**src/rtl/rgb_mixer_pkg.sv**
```systemverilog
// Shared RGB mixer definitions: quadrature codes, rotation helpers, default widths.
// Pure definitions; no latency and no flow control.
package rgb_mixer_pkg;

  localparam int DEFAULT_WIDTH           = 8;
  localparam int DEFAULT_DEBOUNCE_CYCLES = 16;

  typedef enum logic [1:0] {
    Q00 = 2'b00,
    Q01 = 2'b01,
    Q11 = 2'b11,
    Q10 = 2'b10
  } quad_t;

  function automatic quad_t cw_next(input quad_t q);
    case (q)
      Q00:     cw_next = Q01;
      Q01:     cw_next = Q11;
      Q11:     cw_next = Q10;
      default: cw_next = Q00;
    endcase
  endfunction

  function automatic quad_t ccw_next(input quad_t q);
    case (q)
      Q00:     ccw_next = Q10;
      Q10:     ccw_next = Q11;
      Q11:     ccw_next = Q01;
      default: ccw_next = Q00;
    endcase
  endfunction

endpackage

```
**src/rtl/debounce_sync.sv**
```systemverilog
// Two-flop synchronizer plus vector debounce; deb follows din after CYCLES stable clocks.
// deb/deb_update change CYCLES+2 edges after a new level is first sampled; no backpressure.
module debounce_sync #(
  parameter int N      = 2,
  parameter int CYCLES = 16
) (
  input  logic         clk,
  input  logic         reset,
  input  logic [N-1:0] din,
  output logic [N-1:0] deb,
  output logic         deb_update
);

  localparam int CNT_W = (CYCLES > 1) ? $clog2(CYCLES + 1) : 1;

  logic [N-1:0]     sync1;
  logic [N-1:0]     sync2;
  logic [CNT_W-1:0] cnt;

  always_ff @(posedge clk) begin
    if (reset) begin
      sync1      <= '0;
      sync2      <= '0;
      deb        <= '0;
      deb_update <= 1'b0;
      cnt        <= '0;
    end else begin
      sync1      <= din;
      sync2      <= sync1;
      deb_update <= 1'b0;
      // sync1 != sync2 means the synchronized level is about to change
      if ((sync1 != sync2) || (sync2 == deb)) begin
        cnt <= '0;
      end else if (cnt == CNT_W'(CYCLES - 1)) begin
        cnt        <= '0;
        deb        <= sync2;
        deb_update <= 1'b1;
      end else begin
        cnt <= cnt + CNT_W'(1);
      end
    end
  end

endmodule

```
**src/rtl/encoder_frontend.sv**
```systemverilog
// Quadrature encoder front end: debounced x4 decode driving a saturating/wrapping level counter.
// value/inc/dec/err update one edge after each debounced level change; no backpressure.
module encoder_frontend
  import rgb_mixer_pkg::*;
#(
  parameter int          WIDTH           = DEFAULT_WIDTH,
  parameter int          DEBOUNCE_CYCLES = DEFAULT_DEBOUNCE_CYCLES,
  parameter int unsigned STEP            = 1,
  parameter bit          SATURATE        = 1'b1,
  parameter int unsigned RESET_VALUE     = 0
) (
  input  logic             clk,
  input  logic             reset,
  input  logic             enc_a,
  input  logic             enc_b,
  input  logic             clear,
  output logic [WIDTH-1:0] value,
  output logic             inc,
  output logic             dec,
  output logic             err
);

  localparam logic [WIDTH:0]   STEP_X    = (WIDTH + 1)'(STEP);
  localparam logic [WIDTH-1:0] RST_VAL   = WIDTH'(RESET_VALUE);
  localparam logic [WIDTH-1:0] MAX_VALUE = '1;

  logic [1:0]     deb;
  logic           deb_update;
  logic [1:0]     prev;
  logic           primed;
  logic           step_cw;
  logic           step_ccw;
  logic           step_err;
  logic [WIDTH:0] sum;
  logic [WIDTH:0] diff;
  logic [WIDTH-1:0] value_next;

  debounce_sync #(
    .N      (2),
    .CYCLES (DEBOUNCE_CYCLES)
  ) u_debounce (
    .clk        (clk),
    .reset      (reset),
    .din        ({enc_a, enc_b}),
    .deb        (deb),
    .deb_update (deb_update)
  );

  always_comb begin
    step_cw    = deb_update && primed && (quad_t'(deb) == cw_next(quad_t'(prev)));
    step_ccw   = deb_update && primed && (quad_t'(deb) == ccw_next(quad_t'(prev)));
    step_err   = deb_update && primed && !step_cw && !step_ccw;
    sum        = {1'b0, value} + STEP_X;
    diff       = {1'b0, value} - STEP_X;
    value_next = value;
    // The extra MSB flags overflow on sum and underflow on diff
    if (step_cw) begin
      value_next = (SATURATE && sum[WIDTH]) ? MAX_VALUE : sum[WIDTH-1:0];
    end else if (step_ccw) begin
      value_next = (SATURATE && diff[WIDTH]) ? '0 : diff[WIDTH-1:0];
    end
    if (clear) begin
      value_next = RST_VAL;
    end
  end

  always_ff @(posedge clk) begin
    if (reset) begin
      value  <= RST_VAL;
      inc    <= 1'b0;
      dec    <= 1'b0;
      err    <= 1'b0;
      prev   <= '0;
      primed <= 1'b0;
    end else begin
      value <= value_next;
      inc   <= step_cw;
      dec   <= step_ccw;
      err   <= step_err;
      // The first debounced level after reset only establishes the reference
      if (deb_update) begin
        prev   <= deb;
        primed <= 1'b1;
      end
    end
  end

endmodule

```
**config.mk**
```make
export PLATFORM = sky130hd
export DESIGN_NAME = encoder_frontend
export DESIGN_NICKNAME = d
export VERILOG_FILES = /design/src/rtl/rgb_mixer_pkg.sv /design/src/rtl/debounce_sync.sv /design/src/rtl/encoder_frontend.sv
export SDC_FILE = /design/constraint.sdc
export NUM_CORES = 1
export LEC_CHECK = 0
export BUFFER_PORTS_ARGS = -buffer_cell sky130_fd_sc_hd__buf_4
export CORE_AREA = 2 2 51 53
export DETAILED_ROUTE_END_ITERATION = 8
export DIE_AREA = 0 0 53 55
export PLACE_DENSITY = 0.8
export SLEW_MARGIN = 20
export SYNTH_ARGS = -nofsm -noshare
export SYNTH_HDL_FRONTEND = slang
export SYNTH_SLANG_ARGS = --single-unit
```
**constraint.sdc**
```tcl
create_clock -name clk -period 4.2 [get_ports clk]
set_input_delay 0 -clock clk [delete_from_list [all_inputs] [get_ports clk]]
set_output_delay 0 -clock clk [all_outputs]
set_load 0.02 [all_outputs]
```
==> run summary <==
The cell count after synthesis came out at 156. The most common cell in the synthesized netlist is sky130_fd_sc_hd__dfxtp_1. The proportion of synthesized flip-flops having asynchronous set or reset works out to 0.

The logs give 1380 µm² for the post-synth design cell area and 2920 µm² for the area enclosed by the die boundary. The run gives 0.557 as the worst max-slew margin expressed relative to the limit. For the number of nets with antenna violations after detailed routing, the log shows 0. Wires add up to 2880 µm. The setup-violating endpoint count in the final report came out at 0. TritonCTS built the clock tree. Data arrives at the worst endpoint at 2.21 ns. Highest-delay cell along the critical path: sky130_fd_sc_hd__dfxtp_1. For this block, the initial DRC count from the detailed router was 20. For the total number of nets in the final design, the log shows 181.

The path class of the lowest-slack min-delay path was primary input to flip-flop. The tools report the top achievable clock speed as 499 MHz. Subtracting the final worst setup slack from the clock period gives 2.00 ns. Yosys mapped a number of flops with a built-in enable equal to 0. For the pin with the worst max-slew slack, the measured transition is 0.660 ns. The initial antenna violation count is 0, and the total met2 wirelength after detailed routing is 1510 µm. The total global-route track usage came out at 0.220. For the first-pass iteration count of the detailed router, the log shows 4. Across all register-to-register paths, the minimum setup slack is 2.20 ns. For this run, the slowest stage of the critical path takes 0.41 ns. The gate family responsible for the most delay along the worst path was simple AND/OR/NAND/NOR gates. Library cell with the largest summed area after synthesis: sky130_fd_sc_hd__dfxtp_1. STA classifies the critical path endpoint as a flip-flop. The share of the synthesized area in the top cell type was 0.379; the sequential cell area fraction in the yosys report was 0.379. The layout cell share with drive strength beyond 1 is 0.170, and the count of cells along the worst register-to-register path is 7.

The flow ran to the end, and the final reports show no timing, DRC or antenna violations. The core region is 2360 µm². Dividing the detail-routed wire length by the instance count gives 14.3 µm. Sorting the synthesized cells by area gives the leading types as sky130_fd_sc_hd__dfxtp_1 38%, sky130_fd_sc_hd__nor2_1 6.3%, sky130_fd_sc_hd__xnor2_1 4.5%. In this run the core area contains 18 standard-cell rows. Across the run, the number of max-cap violations was 0.

The height of the die is 55 µm. The first global-routing pass estimated 4690 µm of wire. Die width: 53 µm. The tools report the destination of the worst register-to-register timing path as value[3].

The signal on the critical path passes through inv_1, ha_1, nor3b_2, nor3b_1, o21ai_0, nand3_1, a21oi_1. The logs give 0 for the post-route DRC violation count and 1550 µm² for the final instance area. The final design utilization is 0.657, and the buffering stage count on the worst path with inverters included is 1. Number of H-tree levels: 1. Ranked by instance count, the synthesized netlist is headed by 26 x sky130_fd_sc_hd__dfxtp_1, 23 x sky130_fd_sc_hd__nor2_1, 11 x sky130_fd_sc_hd__a21oi_1. In this run the power density over the cells is 250 nW/µm². The total number of yosys warnings was 0. The post-route clock period utilization is 0.477, and the register bit count reported by yosys is 26. The tree is rooted in a sky130_fd_sc_hd__clkbuf_4. The area growth from synthesis to layout is 13.0%. The clock-pin slew on the worst setup and hold paths was 0.13 ns. Detailed routing placed a total of 113 µm of wire on met3. The tools report the maximum clock skew at final layout as 0.00502 ns. The number of hold violations in the final report came out at 0. The number of buffers added by the clock tree synthesis step was 3. The number of inserted diodes is 0. Static leakage: 0.000615 µW.

In the synthesized netlist the dominant register cell turns out to be sky130_fd_sc_hd__dfxtp_1. The average via count per standard cell came out at 5.84. Maximum fanout along the worst path: 8. The largest net degree at the start of global routing was 16.

Placed cell area: 1460 µm². The setup TNS was 0 ns. For the number of fillers in the final layout, the log shows 201. For the number of max-slew violations in the final report, the log shows 0. In this run the worst setup path begins at value[0]. Once detailed placement completed, the half-perimeter wirelength came to 2090 µm. Data on the critical path is required at its endpoint by 4.41 ns. The source-to-sink clock delay at the later pin of the worst-skew pair is 0.31 ns. A synthesized cell averages 8.81 µm².

Setup repair after global routing left no endpoint under its margin. When the netlist entered floorplanning its net count stood at 165. The number of cells on the critical path works out to 7. At the end of routability-driven placement, the weighted congestion stood at 0.823.

In this run the critical register-to-register path is launched from value[0]. The initial core utilization was 0.581; the number of gates resized after CTS was 0. The tools report the endpoint of the worst setup timing path as value[3]. For this run the aggregate overflow at the end of global routing stands at 0. STA classifies the critical path startpoint as a flip-flop. Counting every sink on the clock net gives 26. The wire length on met1 was 1220 µm. During placement, the flow inserted port buffers numbering 15. The setup path with the least slack is of type flip-flop to flip-flop.

After synthesis, the netlist uses 46 different library cells. The run gives 1173 as the vias after detailed routing. After detailed routing, no signal wire sits above met4.

The number of buffers between clock root and the deepest sink is 2, and the number of ports placed on the die boundary is 16. For the number of global-route vias before repair, the log shows 1103. The worst ir drop on vdd is 0.253 mV.
layout by cell type (no fill, tap or decap), drive strengths merged, types with 2 or more instances in the layout:
cell type and instances:
and3 3, nand2 4, nor3b 2, o211ai 2, ha 4, dlygate4sd3 5, nand3 7, a211oi 2
a21oi 11, o21ai 6, or2 2, mux2i 6, xor2 4, nand2b 2, and2 2, nor2b 5
inv 4, or3 4, nand4 2, xnor2 7, o2111ai 2, nor3 3, buf 15, dfxtp 26
nor2 24, clkbuf 4
routing by layer:
layer / track usage / vias to the layer above
met1: 0.239 / 560
met3: 0.0376 / 4
met2: 0.435 / 34
met5: 0 / -
li1: - / 575
met4: 0.0684 / 0
cell families after synthesis:
| logic type | after synthesis | synth area share |
|---|---|---|
| AO/OA/AOI/OAI | 33 | 0.161 |
| XOR/XNOR | 11 | 0.0755 |
| adder cells (fa/ha/maj) | 4 | 0.0364 |
| buffers and inverters | 13 | 0.0564 |
| flip-flops | 26 | 0.379 |
| multiplexers | 7 | 0.0519 |
| AND/OR/NAND/NOR | 62 | 0.240 |
worst reg2reg max path, stage by stage, from the launching register on:
cell                      delay (ns)
sky130_fd_sc_hd__dfxtp_1        0.41
sky130_fd_sc_hd__inv_1          0.12
sky130_fd_sc_hd__ha_1           0.20
sky130_fd_sc_hd__nor3b_2        0.41
sky130_fd_sc_hd__nor3b_1        0.37
sky130_fd_sc_hd__o21ai_0        0.19
sky130_fd_sc_hd__nand3_1        0.14
sky130_fd_sc_hd__a21oi_1        0.07
per-stage QoR:
stage / std cells / hold WS, ns / setup WS, ns / power, µW
after global placement: 192 / 0.217 / 2.10 / 268
after floorplan: 156 / 0.0716 / 2.41 / 263
after global routing: 201 / 0.0549 / 2.08 / 405
after detailed placement: 192 / 0.219 / 1.96 / 268
after CTS: 201 / 0.0496 / 1.92 / 392
final: 201 / 0.0654 / 2.20 / 389
area by class of cell:
cell class / count / area [µm²] / share of cell area
Clock buffer: 4 / 36.3 / 0.0233
Sequential cell: 26 / 520 / 0.335
Inverter: 4 / 15.0 / 0.00966
Timing Repair Buffer: 20 / 163 / 0.105
Tap cell: 30 / 37.5 / 0.0242
Multi-Input combinational cell: 117 / 782 / 0.503
how the worst min path moves through the flow:
stage	depth (start not counted)	end	from	slack, ns
after global routing	3	value[3]	clear	0.05
final	3	value[3]	clear	0.07
after CTS	3	value[3]	clear	0.05
after global placement	2	u_debounce.sync1[0]	enc_b	0.22
after floorplan	1	u_debounce.sync1[0]	reset	0.07
after detailed placement	2	u_debounce.sync1[1]	enc_a	0.22
power breakdown:
part	switching, µW	internal (µW)	total [µW]
sequential	1.81	249	251
combinational	7.15	8.63	15.8
clock	69.6	52.9	122
total	78.6	310	389
flip-flops by register name, summed over array words and instances, names as in the netlist:
name	cells
u_debounce.deb_update	1
dec	1
u_debounce.deb	2
u_debounce.cnt	5
err	1
primed	1
u_debounce.sync1	2
value	8
u_debounce.sync2	2
inc	1
prev	2
timing repair:
action                                 CTS  global route
endpoints found under the hold margin   13             0
setup buffers                            0             0
hold buffers                             5             0
Note: power is estimated with default switching activity, not from simulation.
